===== src/rtl/rat_flags.sv =====
// rat_flags: C/Z/I flag registers for the RAT CPU, with C/Z shadow copies
// for interrupt entry/return and a synchronised, edge-qualified interrupt
// request. Every output is a register or an AND of registers.
module rat_flags #(
    parameter int SYNC_STAGES = 2
) (
    input  logic CLK,
    input  logic RST,
    input  logic C_IN,
    input  logic Z_IN,
    input  logic FLG_C_LD,
    input  logic FLG_Z_LD,
    input  logic FLG_C_SET,
    input  logic FLG_C_CLR,
    input  logic FLG_LD_SEL,
    input  logic FLG_SHAD_LD,
    input  logic I_SET,
    input  logic I_CLR,
    input  logic INTR,
    output logic C_FLAG,
    output logic Z_FLAG,
    output logic I_FLAG,
    output logic SHAD_C,
    output logic SHAD_Z,
    output logic INT_REQ
);

    logic [SYNC_STAGES-1:0] intr_sync;
    logic                   intr_s;
    logic                   intr_d;
    logic                   intr_rise;
    logic                   pending;
    logic                   c_ld_src;
    logic                   z_ld_src;

    // Flag load source: ALU result normally, shadow copy on RETI/RETIE
    assign c_ld_src  = FLG_LD_SEL ? SHAD_C : C_IN;
    assign z_ld_src  = FLG_LD_SEL ? SHAD_Z : Z_IN;

    assign intr_s    = intr_sync[SYNC_STAGES-1];
    assign intr_rise = intr_s & ~intr_d;

    // Carry: clear beats set beats load
    always_ff @(posedge CLK or posedge RST) begin
        if (RST) begin
            C_FLAG <= 1'b0;
        end else if (FLG_C_CLR) begin
            C_FLAG <= 1'b0;
        end else if (FLG_C_SET) begin
            C_FLAG <= 1'b1;
        end else if (FLG_C_LD) begin
            C_FLAG <= c_ld_src;
        end
    end

    // Zero flag: load or hold only
    always_ff @(posedge CLK or posedge RST) begin
        if (RST) begin
            Z_FLAG <= 1'b0;
        end else if (FLG_Z_LD) begin
            Z_FLAG <= z_ld_src;
        end
    end

    // Shadow captures the pre-edge flags, so a same-cycle C load still saves the old C
    always_ff @(posedge CLK or posedge RST) begin
        if (RST) begin
            SHAD_C <= 1'b0;
            SHAD_Z <= 1'b0;
        end else if (FLG_SHAD_LD) begin
            SHAD_C <= C_FLAG;
            SHAD_Z <= Z_FLAG;
        end
    end

    // Interrupt enable: entry clears it ahead of any CLI/SEI in the same cycle
    always_ff @(posedge CLK or posedge RST) begin
        if (RST) begin
            I_FLAG <= 1'b0;
        end else if (FLG_SHAD_LD) begin
            I_FLAG <= 1'b0;
        end else if (I_CLR) begin
            I_FLAG <= 1'b0;
        end else if (I_SET) begin
            I_FLAG <= 1'b1;
        end
    end

    // Synchroniser chain plus one delay flop for edge detection
    always_ff @(posedge CLK or posedge RST) begin
        if (RST) begin
            intr_sync <= '0;
            intr_d    <= 1'b0;
        end else begin
            if (SYNC_STAGES > 1) begin
                intr_sync <= {intr_sync[SYNC_STAGES-2:0], INTR};
            end else begin
                intr_sync <= {SYNC_STAGES{INTR}};
            end
            intr_d <= intr_s;
        end
    end

    // Pending request: a new edge wins over the entry clear so it is never lost
    always_ff @(posedge CLK or posedge RST) begin
        if (RST) begin
            pending <= 1'b0;
        end else if (intr_rise) begin
            pending <= 1'b1;
        end else if (FLG_SHAD_LD) begin
            pending <= 1'b0;
        end
    end

    assign INT_REQ = pending & I_FLAG;

endmodule


===== config.mk =====
export PLATFORM = sky130hd
export DESIGN_NAME = rat_flags
export DESIGN_NICKNAME = d
export VERILOG_FILES = /design/src/rtl/rat_flags.sv
export SDC_FILE = /design/constraint.sdc
export NUM_CORES = 1
export LEC_CHECK = 0
export CELL_PAD_IN_SITES_DETAIL_PLACEMENT = 1
export CELL_PAD_IN_SITES_GLOBAL_PLACEMENT = 2
export CORE_MARGIN = 2
export CORE_UTILIZATION = 21
export CTS_BUF_LIST = sky130_fd_sc_hd__clkbuf_16
export DETAILED_ROUTE_END_ITERATION = 12
export HOLD_SLACK_MARGIN = 0.08
export MAX_ROUTING_LAYER = met4
export PLACE_DENSITY = 0.78
export SKIP_CTS_REPAIR_TIMING = 1
export SYNTH_ARGS = -nofsm -noshare
export SYNTH_HDL_FRONTEND = slang
export SYNTH_SLANG_ARGS = --single-unit

===== constraint.sdc =====
create_clock -name CLK -period 1.1 [get_ports CLK]
set_input_delay 0.22 -clock CLK [delete_from_list [all_inputs] [get_ports CLK]]
set_output_delay 0.22 -clock CLK [all_outputs]
set_load 0.05 [all_outputs]

==> results of run 1 <==
==> metal layers <==
metal | global-route usage | up-vias | part of all wire
met1 | 0.1253 | 129 | 0.38
met5 | - | - | 0
met2 | 0.1522 | 22 | 0.39
met4 | 0.1273 | 0 | 0.056
met3 | 0.06667 | 5 | 0.17
li1 | - | 132 | -
==> kinds of logic (layout without fill, tap and decap cells) <==
family,count (synthesis),after routing,share of synthesized area
DFF,9,9,0.6897
muxes,4,4,0.1303
buffers and inverters,4,28,0.04596
AOI/OAI and AO/OA,3,3,0.06131
and+or+nand+nor,5,5,0.07282
==> cell type report <==
type                            instances  area (sq um)
Timing Repair Buffer                   20         255.2
Tap cell                               16         20.02
Multi-Input combinational cell         12         88.84
Fill cell                             161         803.3
Clock inverter                          1         3.754
Inverter                                4         15.01
Sequential cell                         9         227.7
Clock buffer                            3         75.07
==> how the worst min path moves through the flow <==
stage                   endpoint    startpoint
CTS                       SHAD_Z           RST
floorplan                 C_FLAG           RST
global placement    intr_sync[1]  intr_sync[0]
detailed placement  intr_sync[1]  intr_sync[0]
global route              intr_d           RST
finish                    SHAD_Z           RST
==> sequential cells by signal (all words and copies together), names as in the netlist <==
signal	flops
Z_FLAG	1
C_FLAG	1
intr_d	1
SHAD_C	1
intr_sync	2
pending	1
I_FLAG	1
SHAD_Z	1
==> power by group <==
group / internal (mW) / switching (mW)
Clock: 0.474 / 0.152
Combinational: 0.153 / 0.126
Sequential: 0.365 / 0.0334
Total: 0.993 / 0.311
==> synth_stat cells <==
cell | count | share of area
a21oi_1 | 1 | 0.015
a311oi_1 | 1 | 0.027
and2_1 | 1 | 0.019
dfrtp_1 | 9 | 0.69
inv_1 | 4 | 0.046
mux2_2 | 2 | 0.069
mux2i_1 | 2 | 0.061
nor2_1 | 2 | 0.023
nor3_1 | 2 | 0.031
o22ai_1 | 1 | 0.019
==> metrics by stage <==
stage	hold WS [ps]	util	setup TNS, ps	setup WS [ps]	power, mW
after floorplan	47.78	-	0	17.13	0.5076
after global placement	333.7	0.4017	-332.4	-104.4	0.6796
after detailed placement	337.2	0.4017	-381.4	-110.2	0.6824
after CTS	272.6	0.4546	-129.8	-129.8	1.329
after global routing	311.7	0.4605	-140.4	-73.27	1.363
final	267.3	0.4605	-85.21	-45.03	1.304
==> worst max-delay path: stages (launching register included) <==
cell,delay [ps]
dfrtp_2,410
and2_4,150
buf_12,140
==> results.cfg, run 1 <==
[pwr]
ir_drop_mv = 0.7352
power_leakage_nw = 0.3125
power_per_cell_area_nw_per_um2 = 1902

[cts]
cts_tree = yes
cts_root_buf = clkbuf_16
clk_path_buf_depth = 2
cts_made_buffers = 3
clock_sinks = 9
htree_levels = 1
clk_latency_ps = 230
clk_pin_slew_worst_paths_ps = 40

[global_routing]
grt_usage = 0.1211
grt-ovfl-total = 0
grt_pass1_vias = 344
grt_pass1_wl_um = 1476
grt_max_degree = 10
antenna_found_initial = 0

[layout]
drive_gt1_frac = 0.3265
fin_cells = 65
design_area_sq_um = 685.7
syn2layout_area_growth_pct = 110.0
nets = 63
n_antenna_cell = 0
layout_commonest_cell = clkdlybuf4s50_1
final_cell_mix = clkdlybuf4s50_1 (12), dfrtp_1 (7), buf_12 (6)

[setup_path]
crit_arrival_ps = 930
crit_path_start_kind = flop
crit_end = INT_REQ
path_class = reg -> out
endpoint_kind = primary output
critPathMaxFanout = 3
reg2reg_from = SHAD_C
rrSetupSlack_ps = 270
regToRegEndpoint = C_FLAG
r2r_cells = 2
cp.required_ps = 880
startpoint = I_FLAG

[drt]
drc = 0
drtIter0Drc = 0
wl_per_cell_um = 12.18
vias = 288
viasPerCell = 4.431
totalWireLength_um = 792
postRouteAntennaNets = 0
dr.pass1.iters = 1

[sta]
setup_ws_ps = -45.03
period_minus_slack_ps = 1145
finalHoldViolCount = 0
fmax_ghz = 0.8733
rsz0062_at_grt = true
slew_headroom = 0.7587
clock-skew-final_ps = 0.2141
slew_violations = 0
final.period_utilization = 1.041
tightest_slew_ps = 361.5
setup_violations = 2

[placement]
place_area_sq_um = 598.1
hpwl_um = 621.3
port_buffers = 18
place_congestion = 0.6255
dp.cells = 60

[die]
ios = 19
fp.coreArea_sq_um = 1489
die_area_sq_um = 1887
rows = 14
die_h_um = 43.44
start_util = 0.2193
die_w_um = 43.44

[logic_synthesis]
synthesis.area_sq_um = 326.6
ys_ff_latch = 9
ys_warn_count = 0
yosysSeqAreaShare = 0.6897
syn_avg_cell_area_sq_um = 13.06
syn_nets = 38
netlist_instances = 25
yosysUniqueCellTypes = 10

[run]
cap_viol_max_count = 0

[run_status]
violations = negative setup slack
outcome = complete, but fails checks

[min_path]
hp-class = in -> async
No activity file was read; power rests on OpenSTA's default activity.
==> run 2, diff against run 1 <==
Settings changed: CORE_UTILIZATION 21 to 20, PLACE_DENSITY 0.78 to 0.75.
Clock period 1.1 ns to 1.2 ns, I/O delays scaled along.
==> results.cfg, run 2 (same netlist as run 1, synthesis figures left out) <==
[global_routing]
grt-ovfl-total = 0
grt_pass1_wl_um = 1345
grt_pass1_vias = 296
grt_max_degree = 10
antenna_found_initial = 0
grt_usage = 0.1160

[sta]
slew_violations = 0
period_minus_slack_ps = 1164
clock-skew-final_ps = 0.1544
fmax_ghz = 0.8594
slew_headroom = 0.7821
setup_violations = 0
rsz0062_at_grt = false
final.period_utilization = 0.9697
finalHoldViolCount = 0
tightest_slew_ps = 326.4
setup_ws_ps = 36.42

[pwr]
power_per_cell_area_nw_per_um2 = 1756
combPwrFrac = 0.213
p_seq_frac = 0.304
power_leakage_nw = 0.3137
p_int_mw = 0.9095
p_sw_mw = 0.2922
ir_drop_mv = 0.8273
pwr-share-clk = 0.483
switching_share = 0.2432

[layout]
syn2layout_area_growth_pct = 109.6
layout_commonest_cell = clkdlybuf4s50_1
largest_register_ffs = 2
utilization = 0.4491
design_area_sq_um = 684.4
fillers = 162
fin_cells = 65
final_cell_mix = clkdlybuf4s50_1 (12), dfrtp_1 (8), buf_12 (6)
drive_gt1_frac = 0.3061
n_antenna_cell = 0
nets = 63
regMostFlops = intr_sync

[placement]
place_area_sq_um = 596.8
hpwl_um = 624.6
port_buffers = 18
place_congestion = 0.5951
dp_slack_ps = -65.39
dp.cells = 60

[setup_path]
critPathMaxFanout = 3
crit_chain = and2_4 -> buf_12
cp.required_ps = 960
crit_path_top_delay_cell = dfrtp_2
path_class = reg -> out
crit_arrival_ps = 920
r2r_cells = 2
endpoint_kind = primary output
crit_path_start_kind = flop
worst_path_largest_cell_delay_ps = 400

[cts]
clock_sinks = 9
clk_pin_slew_worst_paths_ps = 40
clk_path_buf_depth = 2
htree_levels = 1
cts_tree = yes
cts_root_buf = clkbuf_16
cts_made_buffers = 3
clk_latency_ps = 230

[drt]
totalWireLength_um = 813
viasPerCell = 4.369
dr.pass1.iters = 2
postRouteAntennaNets = 0
drc = 0
drtIter0Drc = 1
vias = 284
wl_per_cell_um = 12.51

[die]
fp.coreArea_sq_um = 1524
start_util = 0.2143
die_area_sq_um = 1972
die_w_um = 44.41
die_h_um = 44.41
ios = 19
rows = 14

[run]
cap_viol_max_count = 0

[run_status]
outcome = finished clean

[min_path]
hp-class = in -> async
## run 2: cell counts in the layout (fill, tap and decap cells not counted)
No cell type changed its count.
## run 2: through the flow
step	total power, mW	TNS [ps]	hold WS [ps]
after detailed placement	0.6242	-127.5	347.9
after global routing	1.252	0	317.8
final	1.202	0	275.6
after global placement	0.6224	-67.23	335.8
after CTS	1.219	-43.25	291.6
after floorplan	0.4644	0	67.85
## run 2: layout make-up
type,instances,area [sq um],area share
inverters,4,15.01,0.02194
well taps,16,20.02,0.02925
multi-input cells,12,88.84,0.1298
clock inverters,1,3.754,0.005484
repair buffers,20,255.2,0.3729
flip-flops and latches,9,226.5,0.3309
clock buffers,3,75.07,0.1097
## run 2: worst paths after layout
path / start / end / slack (ps)
max: I_FLAG / INT_REQ / 40
min: RST / intr_sync[1] / 280
max reg2reg: SHAD_C / C_FLAG / 300
min reg2reg: intr_sync[0] / intr_sync[1] / 350
max in group asynchronous: RST / I_FLAG / 660
min in group CLK: intr_sync[0] / intr_sync[1] / 350
## run 2: critical path, delay by kind of cell (launching register included)
family	cells	cell delay (ps)
AND/OR/NAND/NOR	1	150
flip-flops	1	400
buffers and inverters	1	140
## run 2: per-layer routing
metal  global-route usage  wire length, um
met1               0.1082              327
met2               0.1500              331
met3              0.07347              114
met4               0.1273               40
met5                    -                0
## run 2: power groups by stage
stage	Sequential [mW]	Combinational [mW]	Clock (mW)
6_report	0.365	0.256	0.580
5_1_grt	0.371	0.268	0.613
4_1_cts	0.367	0.256	0.597
3_5_place_dp	0.370	0.254	0
3_3_place_gp	0.369	0.253	0
2_1_floorplan	0.426	0.0387	0
==> run 3, diff against run 2 <==
Settings changed: PLACE_DENSITY 0.75 to unset, PLACE_DENSITY_LB_ADDON set to 0.1.
==> results.cfg, run 3 (same netlist as run 1, synthesis figures left out) <==
[cts]
cts_tree = yes
clk_latency_ps = 230
clock_sinks = 9
clk_pin_slew_worst_paths_ps = 40
htree_levels = 1
clk_path_buf_depth = 2
cts_root_buf = clkbuf_16
cts_made_buffers = 3

[sta]
slew_violations = 0
rsz0062_at_grt = false
period_minus_slack_ps = 1158
slew_headroom = 0.7747
tightest_slew_ps = 337.6
fmax_ghz = 0.8633
final.period_utilization = 0.9653
finalHoldViolCount = 0
setup_tns_ps = 0
setup_violations = 0
clock-skew-final_ps = 0.1547
setup_ws_ps = 41.68

[global_routing]
grt_max_degree = 10
grt_usage = 0.1027
grt_pass1_wl_um = 1352
antenna_found_initial = 0
grt-ovfl-total = 0
grt_pass1_vias = 321

[placement]
port_buffers = 18
hpwl_um = 600.7
place_area_sq_um = 596.8
place_congestion = 0.6947
dp.cells = 60
dp_slack_ps = -57.90

[drt]
drtIter0Drc = 0
top_layer_used = met4
met1_length_um = 300
wl_per_cell_um = 11.71
wl_met3_um = 60
dr.pass1.iters = 1
viasPerCell = 4.338
totalWireLength_um = 761
postRouteAntennaNets = 0
vias = 282
dr_wl_met2_um = 396
drc = 0

[setup_path]
crit_path_start_kind = flop
crit_path_top_delay_cell = dfrtp_2
worst_path_largest_cell_delay_ps = 400
endpoint_kind = primary output
cp.buffers_inverters = 1
cp.required_ps = 960
critPathMaxFanout = 3
crit_arrival_ps = 920
crit_family = flip-flops
crit_chain = and2_4 -> buf_12
path_class = reg -> out

[layout]
drive_gt1_frac = 0.3061
largest_register_ffs = 2
fillers = 153
fin_cells = 65
layout_commonest_cell = clkdlybuf4s50_1
n_antenna_cell = 0
final_cell_mix = clkdlybuf4s50_1 (12), dfrtp_1 (8), buf_12 (6)
regMostFlops = intr_sync
syn2layout_area_growth_pct = 109.6
design_area_sq_um = 684.4
nets = 63

[die]
die_w_um = 44.41
start_util = 0.2143
die_area_sq_um = 1972
die_h_um = 44.41
fp.coreArea_sq_um = 1524
ios = 19
rows = 14

[pwr]
power_per_cell_area_nw_per_um2 = 1737
ir_drop_mv = 0.8581
power_leakage_nw = 0.3137

[min_path]
hp-class = in -> async

[run_status]
outcome = finished clean

[run]
cap_viol_max_count = 0
## run 3: cell counts in the layout (fill, tap and decap cells not counted)
No cell type changed its count.
## run 3: area by class of cell
type                    count  area [sq um]  share of cell area
multi-input cells          12         88.84              0.1298
repair buffers             20         255.2              0.3729
well taps                  16         20.02             0.02925
clock buffers               3         75.07              0.1097
flip-flops and latches      9         226.5              0.3309
inverters                   4         15.01             0.02194
clock inverters             1         3.754            0.005484
## run 3: through the flow
step,hold slack (ps),power [mW],utilization
2_1_floorplan,67.85,0.4644,-
3_3_place_gp,334.1,0.6199,0.3916
3_5_place_dp,336.4,0.6242,0.3916
4_1_cts,279.4,1.205,0.4434
5_1_grt,322.7,1.246,0.4491
6_report,267.1,1.189,0.4491
## run 3: worst paths after layout
path                               from            to  slack [ps]  depth (start not counted)
hold / removal                      RST        SHAD_Z         270                          2
max in group asynchronous           RST        I_FLAG         660                          2
hold reg to reg            intr_sync[0]  intr_sync[1]         340                          0
setup reg to reg                 SHAD_C        C_FLAG         340                          2
min in group CLK           intr_sync[0]  intr_sync[1]         340                          0
setup / recovery                 I_FLAG       INT_REQ          40                          2
## run 3: layer usage
layer,global-route usage,up-vias
li1,-,130
met1,0.1157,137
met2,0.1500,13
met3,0.03673,2
met4,0.07273,0
met5,-,-
## run 3: worst register-to-register path: cells and delay by family (launching register included)
family / cells / cell delay (ps)
AOI/OAI and AO/OA: 1 / 270
muxes: 1 / 90
DFF: 1 / 400
## run 3: power breakdown
part / leakage [nW] / switching [mW] / internal [mW]
Clock: 0.0423 / 0.135 / 0.434
Combinational: 0.166 / 0.115 / 0.141
Sequential: 0.106 / 0.0300 / 0.334
